`src/rtl/mem_select_copy_pkg.sv`:
```
// Shared defaults and helpers for the FO-transform constant-time select/copy block.
// The address width is derived from the memory depth.
package mem_select_copy_pkg;

    localparam int DEF_WIDTH         = 32;
    localparam int DEF_MAX_MEM_DEPTH = 16;

    // Address width for a given depth, never narrower than one bit.
    function automatic int clog2(input int value);
        int result;
        result = $clog2(value);
        if (result < 1) begin
            result = 1;
        end
        return result;
    endfunction

    localparam int DEF_AW = clog2(DEF_MAX_MEM_DEPTH);

endpackage

```
`src/rtl/mem_select_copy_if.sv`:
```
// Job-request and memory-port bundle for mem_select_copy.
// Signal names keep the block's established i_/o_ naming as seen from the copy engine.
interface mem_select_copy_if
    import mem_select_copy_pkg::*;
#(
    parameter int WIDTH = DEF_WIDTH,
    parameter int AW    = DEF_AW
);

    logic             i_start;
    logic             i_fail;
    logic [AW-1:0]    i_start_addr;
    logic [AW-1:0]    i_end_addr;
    logic [AW-1:0]    i_out_start_addr;

    logic [AW-1:0]    o_mem_in_addr;
    logic             o_mem_in_en;
    logic [WIDTH-1:0] i_mem_in_k;
    logic [WIDTH-1:0] i_mem_in_s;

    logic [AW-1:0]    o_mem_out_addr;
    logic             o_mem_out_we;
    logic [WIDTH-1:0] o_mem_out_data;
    logic             o_done;

    modport slave (
        input  i_start, i_fail, i_start_addr, i_end_addr, i_out_start_addr,
        input  i_mem_in_k, i_mem_in_s,
        output o_mem_in_addr, o_mem_in_en,
        output o_mem_out_addr, o_mem_out_we, o_mem_out_data, o_done
    );

    modport master (
        output i_start, i_fail, i_start_addr, i_end_addr, i_out_start_addr,
        output i_mem_in_k, i_mem_in_s,
        input  o_mem_in_addr, o_mem_in_en,
        input  o_mem_out_addr, o_mem_out_we, o_mem_out_data, o_done
    );

endinterface

```
`src/rtl/mem_select_copy_ct_word_select.sv`:
```
// Branch-free word select: each bit comes from b where the mask is set, else from a.
// Reusable by any FO-transform select that must not leak the selector through timing.
module ct_word_select
#(
    parameter int WIDTH = 32
)(
    input  logic [WIDTH-1:0] a_i,
    input  logic [WIDTH-1:0] b_i,
    input  logic [WIDTH-1:0] mask_i,
    output logic [WIDTH-1:0] y_o
);

    assign y_o = (a_i & ~mask_i) | (b_i & mask_i);

endmodule

```
`src/rtl/mem_select_copy.sv`:
```
// Copies k' (pass) or s (fail) into the SHAKE-input memory with a fail-independent schedule.
// Both sources are read every cycle; only the latched mask decides which word is written.
module mem_select_copy
    import mem_select_copy_pkg::*;
#(
    parameter int WIDTH         = DEF_WIDTH,
    parameter int MAX_MEM_DEPTH = DEF_MAX_MEM_DEPTH
)(
    input  logic            i_clk,
    input  logic            i_rst,
    mem_select_copy_if.slave bus
);

    localparam int AW = clog2(MAX_MEM_DEPTH);

    localparam logic [1:0] S_IDLE  = 2'd0;
    localparam logic [1:0] S_RUN   = 2'd1;
    localparam logic [1:0] S_DRAIN = 2'd2;
    localparam logic [1:0] S_DONE  = 2'd3;

    logic [1:0]       state_q,  state_d;
    logic [AW-1:0]    rd_ptr_q, rd_ptr_d;
    logic [AW-1:0]    end_q,    end_d;
    logic [AW-1:0]    wr_ptr_q, wr_ptr_d;
    logic [WIDTH-1:0] mask_q,   mask_d;
    logic             rd_vld_q, rd_vld_d;

    logic             rd_en;
    logic [WIDTH-1:0] sel_word;

    always_comb begin
        state_d  = state_q;
        rd_ptr_d = rd_ptr_q;
        end_d    = end_q;
        wr_ptr_d = wr_ptr_q;
        mask_d   = mask_q;
        rd_vld_d = rd_vld_q;

        // Write pointer follows the delayed read; rd_vld is never set while idle.
        if (rd_vld_q) begin
            wr_ptr_d = wr_ptr_q + 1'b1;
        end

        case (state_q)
            S_IDLE: begin
                if (bus.i_start) begin
                    state_d  = S_RUN;
                    mask_d   = {WIDTH{bus.i_fail}};
                    rd_ptr_d = bus.i_start_addr;
                    end_d    = bus.i_end_addr;
                    wr_ptr_d = bus.i_out_start_addr;
                end
            end
            S_RUN: begin
                rd_vld_d = 1'b1;
                if (rd_ptr_q == end_q) begin
                    state_d = S_DRAIN;
                end else begin
                    rd_ptr_d = rd_ptr_q + 1'b1;
                end
            end
            S_DRAIN: begin
                rd_vld_d = 1'b0;
                state_d  = S_DONE;
            end
            S_DONE: begin
                state_d = S_IDLE;
            end
            default: begin
                state_d = S_IDLE;
            end
        endcase
    end

    always_ff @(posedge i_clk) begin
        if (i_rst) begin
            state_q  <= S_IDLE;
            rd_ptr_q <= '0;
            end_q    <= '0;
            wr_ptr_q <= '0;
            mask_q   <= '0;
            rd_vld_q <= 1'b0;
        end else begin
            state_q  <= state_d;
            rd_ptr_q <= rd_ptr_d;
            end_q    <= end_d;
            wr_ptr_q <= wr_ptr_d;
            mask_q   <= mask_d;
            rd_vld_q <= rd_vld_d;
        end
    end

    ct_word_select #(
        .WIDTH (WIDTH)
    ) u_select (
        .a_i    (bus.i_mem_in_k),
        .b_i    (bus.i_mem_in_s),
        .mask_i (mask_q),
        .y_o    (sel_word)
    );

    // Address/data buses are forced to zero when inactive so idle outputs read as 0.
    assign rd_en              = (state_q == S_RUN);
    assign bus.o_mem_in_en    = rd_en;
    assign bus.o_mem_in_addr  = rd_ptr_q & {AW{rd_en}};
    assign bus.o_mem_out_we   = rd_vld_q;
    assign bus.o_mem_out_addr = wr_ptr_q & {AW{rd_vld_q}};
    assign bus.o_mem_out_data = sel_word & {WIDTH{rd_vld_q}};
    assign bus.o_done         = (state_q == S_DONE);

endmodule

```
`src/flat_wrapper.sv`:
```
// flat-port wrapper written by rule: the top's interface ports become plain ports
module mem_select_copy_flat import mem_select_copy_pkg::*;
#(
    parameter int WIDTH         = DEF_WIDTH,
    parameter int MAX_MEM_DEPTH = DEF_MAX_MEM_DEPTH
)
  (i_clk, i_rst, bus_i_start, bus_i_fail, bus_i_start_addr, bus_i_end_addr, bus_i_out_start_addr, bus_i_mem_in_k, bus_i_mem_in_s, bus_o_mem_in_addr, bus_o_mem_in_en, bus_o_mem_out_addr, bus_o_mem_out_we, bus_o_mem_out_data, bus_o_done);
  mem_select_copy_if #(.WIDTH(WIDTH), .AW(4)) bus_i ();
  input  logic i_clk;
  input  logic i_rst;
  input wire logic [$bits(bus_i.i_start)-1:0] bus_i_start;
  input wire logic [$bits(bus_i.i_fail)-1:0] bus_i_fail;
  input wire logic [$bits(bus_i.i_start_addr)-1:0] bus_i_start_addr;
  input wire logic [$bits(bus_i.i_end_addr)-1:0] bus_i_end_addr;
  input wire logic [$bits(bus_i.i_out_start_addr)-1:0] bus_i_out_start_addr;
  input wire logic [$bits(bus_i.i_mem_in_k)-1:0] bus_i_mem_in_k;
  input wire logic [$bits(bus_i.i_mem_in_s)-1:0] bus_i_mem_in_s;
  output wire logic [$bits(bus_i.o_mem_in_addr)-1:0] bus_o_mem_in_addr;
  output wire logic [$bits(bus_i.o_mem_in_en)-1:0] bus_o_mem_in_en;
  output wire logic [$bits(bus_i.o_mem_out_addr)-1:0] bus_o_mem_out_addr;
  output wire logic [$bits(bus_i.o_mem_out_we)-1:0] bus_o_mem_out_we;
  output wire logic [$bits(bus_i.o_mem_out_data)-1:0] bus_o_mem_out_data;
  output wire logic [$bits(bus_i.o_done)-1:0] bus_o_done;
  assign bus_i.i_start = bus_i_start;
  assign bus_i.i_fail = bus_i_fail;
  assign bus_i.i_start_addr = bus_i_start_addr;
  assign bus_i.i_end_addr = bus_i_end_addr;
  assign bus_i.i_out_start_addr = bus_i_out_start_addr;
  assign bus_i.i_mem_in_k = bus_i_mem_in_k;
  assign bus_i.i_mem_in_s = bus_i_mem_in_s;
  assign bus_o_mem_in_addr = bus_i.o_mem_in_addr;
  assign bus_o_mem_in_en = bus_i.o_mem_in_en;
  assign bus_o_mem_out_addr = bus_i.o_mem_out_addr;
  assign bus_o_mem_out_we = bus_i.o_mem_out_we;
  assign bus_o_mem_out_data = bus_i.o_mem_out_data;
  assign bus_o_done = bus_i.o_done;
  mem_select_copy #(.WIDTH(WIDTH), .MAX_MEM_DEPTH(MAX_MEM_DEPTH)) u_core (.i_clk(i_clk), .i_rst(i_rst), .bus(bus_i));
endmodule
```
`config.mk`:
```
export PLATFORM = sky130hd
export DESIGN_NAME = mem_select_copy_flat
export DESIGN_NICKNAME = d
export VERILOG_FILES = /design/src/rtl/mem_select_copy_pkg.sv /design/src/rtl/mem_select_copy_if.sv /design/src/rtl/mem_select_copy_ct_word_select.sv /design/src/rtl/mem_select_copy.sv /design/src/flat_wrapper.sv
export SDC_FILE = /design/constraint.sdc
export NUM_CORES = 1
export LEC_CHECK = 0
export ABC_CLOCK_PERIOD_IN_PS = 8200
export CAP_MARGIN = 30
export CELL_PAD_IN_SITES_DETAIL_PLACEMENT = 0
export CELL_PAD_IN_SITES_GLOBAL_PLACEMENT = 1
export CORE_ASPECT_RATIO = 1.4
export CORE_MARGIN = 2
export CORE_UTILIZATION = 25
export CTS_CLUSTER_DIAMETER = 30
export DETAILED_ROUTE_END_ITERATION = 10
export GPL_ROUTABILITY_DRIVEN = 0
export HOLD_SLACK_MARGIN = 0.06
export PLACE_DENSITY_LB_ADDON = 0.1
export SYNTH_ARGS = -nofsm -noshare
export SYNTH_HDL_FRONTEND = slang
export SYNTH_HIERARCHICAL = 1
export SYNTH_SLANG_ARGS = --single-unit
```
`constraint.sdc`:
```
create_clock -name i_clk -period 8.2 [get_ports i_clk]
set_clock_uncertainty 0.1 [all_clocks]
set_input_delay 2.05 -clock i_clk [delete_from_list [all_inputs] [get_ports i_clk]]
set_output_delay 2.05 -clock i_clk [all_outputs]
set_load 0.02 [all_outputs]
```
# ---- Word level (Yosys, flattened, before mapping)
# Index checks and enable logic that the tools add are counted.
dict set report classes {
  n_mux 10
  n_reduce_logical 6
  eq_ne 7
  bitwise_logic 7
  addsub 2
}
# operator n
set op_table {}
lappend op_table {{$and A32 B32 Y32} 3}
lappend op_table {{$not A32 Y32} 1}
lappend op_table {{$or A32 B32 Y32} 1}
lappend op_table {{$mux W4} 5}
lappend op_table {{$add A4 B1 Y4 const B} 2}
lappend op_table {{$and A4 B4 Y4} 2}
lappend op_table {{$pmux W2 S4} 1}
lappend op_table {{$pmux W4 S2} 1}
lappend op_table {{$ne A2 B2 Y1 const B} 3}
lappend op_table {{$eq A2 B2 Y1 const B} 2}
lappend op_table {{$eq A4 B4 Y1} 1}
lappend op_table {{$mux W2} 2}
lappend op_table {{$reduce_and A2 Y1} 2}
lappend op_table {{$reduce_bool A2 Y1} 2}
lappend op_table {{$reduce_and A3 Y1} 1}
lappend op_table {{$eq A2 B1 Y1 const B} 1}
lappend op_table {{$logic_not A2 Y1} 1}
lappend op_table {{$pmux W1 S2} 1}
dict set report word_totals {
  input_bits 80
  out_inout_bits 43
  elab_cells 38
  ff_bits 16
}

# ---- Logic depth before layout (Yosys ltp)
dict set report depth {
  depth_word 4
  ltp_mapped 7
  ltp_nobuf 6
}

# ---- Modules after synthesis
# Netlist, hierarchy kept.
# mod cells_each area_each_um2 seq_area_each_um2 instances
set by_module_without_submodules {}
lappend by_module_without_submodules {mem_select_copy 147 1153.6 320.3 1}
lappend by_module_without_submodules {ct_word_select 32 480.5 0.0 1}

# ---- Worst setup path before layout
# Ideal clock, no wire load.
dict set report synth_path {
  kind {in2out}
  from {input bus_i_mem_in_k[0]}
  to {output bus_o_mem_out_data[0]}
  stages 2
  t_required_ns 6.050
  n_path_buf 0
  path_slack_ns 3.537
  arrival_time_ns 2.513
  path_cell_list {mux2_4 > and2_1}
}
dict set report synth_via {
  elab_chain_len 3
}
# item line_no
set synth_rtl {}
lappend synth_rtl {{start, declared} flat_wrapper.sv:16} ;# input wire logic [$bits(bus_i.i_mem_in_k)-1:0] bus_i_mem_in_k;
lappend synth_rtl {{$and A32 B32 Y32} mem_select_copy_ct_word_select.sv:13} ;# assign y_o = (a_i & ~mask_i) | (b_i & mask_i);
lappend synth_rtl {{$or A32 B32 Y32} mem_select_copy_ct_word_select.sv:13}
lappend synth_rtl {{$and A32 B32 Y32} mem_select_copy.sv:108} ;# assign bus.o_mem_out_data = sel_word & {WIDTH{rd_vld_q}};
lappend synth_rtl {{end, declared} flat_wrapper.sv:22} ;# output wire logic [$bits(bus_i.o_mem_out_data)-1:0] bus_o_mem_out_data;
# No other way between the ends.

# ---- Worst setup path after layout
dict set report layout_path {
  from {input bus_i_mem_in_k[26]}
  to {output bus_o_mem_out_data[26]}
}
dict set report layout_via {
  elab_chain_len 3
}
# item line_no
set layout_rtl {}
lappend layout_rtl {{$and A32 B32 Y32} mem_select_copy_ct_word_select.sv:13}
lappend layout_rtl {{$or A32 B32 Y32} mem_select_copy_ct_word_select.sv:13}
lappend layout_rtl {{via u_core.sel_word[26]} mem_select_copy.sv:29} ;# logic [WIDTH-1:0] sel_word;
lappend layout_rtl {{$and A32 B32 Y32} mem_select_copy.sv:108}
# The timed path passes the listed nets, and every way through them passes these cells.

==> key figures <==
Run status
  – Run status: finished, final reports clean

Synth
  – Post-synth EDFFs: 0
  – Largest cells by area after synthesis: mux2_4, dfxtp_1, and2_1, ha_1, nand2_1
  – Register area share after synthesis: 19.6%
  – Post-Synth XOR/XNOR Area: 3.75%
  – Compound-cell area share of the yosys netlist: 10.3%
  – Synth top area share: 29.4%
  – Avg Cell Area, Syn: 9.13 sq um
  – Syn_nets: 267
  – Ys Warns: 6
  – Top cells by count, synth: and2_1, mux2_4, nand2_1
  – Simple logic cell fraction of the synthesized area: 24.5%
  – Adder-Cell Fraction of Synth Area: 6.13%
  – Post-synth top flop: dfxtp_1
  – Multiplexer share of the synthesized area: 32.5%
  – Synth area leader: mux2_4
  – Yosys cell types: 33
  – Asr flop ratio synth: 0%
  – Synth Cell Area: 0.00163 sq mm
  – Count leader, synth: and2_1
  – Largest family of logic cells by synthesized area: multiplexers
  – #FFs+latches synth: 16
  – Synth Instances: 179

Final layout
  – Layout fillers: 646
  – Synthesis-to-layout area growth: 84.7%
  – Share of post-route cells with drive strength above 1: 15.4%
  – Final Cell Area: 0.00302 sq mm
  – Multi-input gate area: 0.00126 sq mm
  – Post-layout nets: 388
  – Reg area: 322 sq um
  – Final antenna diode count: 0

Drt
  – Vias/cell: 4.58
  – Avg WL per Cell: 13.7 microns
  – Routed Antenna Nets: 0
  – Initial DRT Pass Iterations: 4
  – Total wire length: 5080 microns
  – Detailed-route DRC error count: 0
  – Starting DRT DRC Count: 22
  – Vias post-DR: 1699

Critical path
  – Crit Path Category: in2out
  – Worst Path Max Fanout: 1
  – Slowest cell on the critical path: clkdlybuf4s50_1
  – Reg2Reg Depth: 6
  – Worst reg-to-reg setup slack: 6.38 ns
  – RR Endpoint: u_core/state_q[1]$_SDFFE_PP0P_
  – Crit path max-delay family: buffers and inverters
  – R2r startpoint: u_core/state_q[1]$_SDFFE_PP0P_
  – Worst EP arrival: 3.41 ns
  – Most frequent CP cell: clkdlybuf4s50_1
  – Critical Path RT: 6.05 ns
  – Crit path buf inv count: 2
  – Crit-path max cell delay: 0.55 ns
  – CP Capture Type: output port
  – Startpoint Class: primary input
  – Crit path cell chain: clkdlybuf4s50_1 -> mux2_4 -> and2_1 -> clkdlybuf4s50_1

Min path
  – Hold endpoint: u_core/end_q[3]$_SDFFE_PP0P_
  – Hold path start: u_core/end_q[3]$_SDFFE_PP0P_
  – Hold/Removal Path Class: reg2reg
  – Hold Path Cell Cnt: 2

CTS
  – Reg clk slew, reported paths: 0.07 ns
  – TritonCTS Buffers: 3
  – Htree depth: 1
  – CTS tree: done
  – Resize count post-CTS: 0
  – Hold Buf Count CTS: 0
  – Worst-Skew Late Latency: 0.25 ns
  – Root Driver: clkbuf_8
  – Clock Path Buffers: 2
  – Postcts setup bufs: 0
  – CTS sink cnt: 16

Power and ir drop
  – Pwr Total: 0.676 mW
  – Register share of total power: 21.0%
  – Switching Fraction: 40.9%
  – Leakage: 1.20 nW
  – Combinational Power Share: 68.6%
  – Internal Pwr Total: 0.399 mW
  – PwrDens: 224 mW/mm^2
  – Max VDD drop: 0.170 mV
  – Psw: 0.276 mW
  – Clock power share: 10.3%

Place
  – Post-DP HPWL: 4160 microns
  – IO buf count: 122
  – Post-DP Area: 0.00296 sq mm

Floorplanning
  – Die H: 99.7 microns
  – Die Width: 72.3 microns
  – DIE AREA: 0.00721 sq mm
  – Starting Density: 26.1%
  – Core area: 0.00625 sq mm
  – Row Count: 34
  – I/O Pins: 123

Global routing
  – Vias in the first global route: 1574
  – Overflow left after global routing: 0
  – Total GRT Usage: 13.5%
  – Antenna violations before repair: 0
  – Pin count of the biggest net entering global routing: 27
  – First-pass GRT wire length: 7850 microns

STA
  – RSZ-0062 raised after global routing: false
  – Final setup fails: 0
  – Slew @ Worst Pin: 0.662 ns
  – Final Critical Period: 5.56 ns
  – Fmax: 180 MHz
  – Slew Limit Fails: 0
  – Relative slew slack: 55.7%
  – Final period utilization: 67.8%
  – Final hold viol count: 0
  – Fin Setup TNS: 0 ns

Job
  – # Max-Cap Violations: 0
flip-flops by register name (all words and copies together), names as in the netlist:
name and count:
u_core/bus.o_mem_out_we 1, u_core/end_q 4, u_core/mask_q 1, u_core/rd_ptr_q 4, u_core/state_q 2, u_core/wr_ptr_q 4
per-stage QoR:
step                cells  setup WS (ns)  hold WS (ns)  util, %
global placement      365           2.62         0.360     46.6
floorplan             179           3.54         0.349        -
global route          371           2.59         0.391     48.3
detailed placement    367           2.63         0.364     47.4
CTS                   371           2.62         0.378     48.3
finish                371           2.64         0.374     48.3
cell families (layout without fill, tap and decap cells):
family | Yosys count | after routing
and+or+nand+nor | 74 | 74
muxes | 37 | 37
AOI/OAI and AO/OA | 23 | 23
DFF | 16 | 16
buffers and inverters | 14 | 134
adders and majority gates | 8 | 8
xor gates and xnor gates | 7 | 7
power groups by stage:
stage | clock network [mW] | registers (mW) | logic (mW)
after global placement | 0 | 0.166 | 0.433
after global routing | 0.0740 | 0.149 | 0.503
after detailed placement | 0 | 0.145 | 0.468
after CTS | 0.0721 | 0.144 | 0.469
final | 0.0699 | 0.142 | 0.464
after floorplan | 0 | 0.140 | 0.288
cell type report:
| type | instances | share of cell area (%) |
|---|---|---|
| multi-input cells | 149 | 41.7 |
| clock buffers | 4 | 1.82 |
| inverters | 6 | 0.746 |
| well taps | 72 | 2.99 |
| flip-flops and latches | 16 | 10.7 |
| repair buffers | 124 | 42.0 |
per-layer routing:
metal	global-route usage [%]	part of all wire [%]	vias up
met1	16.3	42	771
met3	2.84	8.5	2
met4	2.18	0.33	0
met2	24.6	49	71
li1	-	-	855
met5	0	0	-
tightest hold or removal path: stages (launching register included):
cell     delay (ns)
dfxtp_1        0.32
nand2_1        0.05
a21oi_1        0.05
layout by cell type, fill, tap and decap left out, types with 2 or more instances in the layout:
master / n
o21ai_0: 4
ha_1: 8
clkbuf_8: 4
nor2_1: 8
a211oi_1: 4
and2_1: 38
nand2_1: 18
nand3_1: 2
a21oi_1: 6
mux2i_1: 5
inv_1: 6
xor2_1: 2
xnor2_1: 5
dfxtp_1: 15
clkdlybuf4s50_1: 122
mux2_4: 32
worst max path at each step:
| stage | endpoint | cells past startpoint | start |
|---|---|---|---|
| detailed placement | bus_o_mem_out_data[26] | 4 | bus_i_mem_in_k[26] |
| global placement | bus_o_mem_out_data[26] | 4 | bus_i_mem_in_k[26] |
| global route | bus_o_mem_out_data[12] | 4 | bus_i_mem_in_k[12] |
| floorplan | bus_o_mem_out_data[0] | 2 | bus_i_mem_in_k[0] |
| finish | bus_o_mem_out_data[26] | 4 | bus_i_mem_in_k[26] |
| CTS | bus_o_mem_out_data[26] | 4 | bus_i_mem_in_k[26] |
Power figures use the tool's default switching activity.
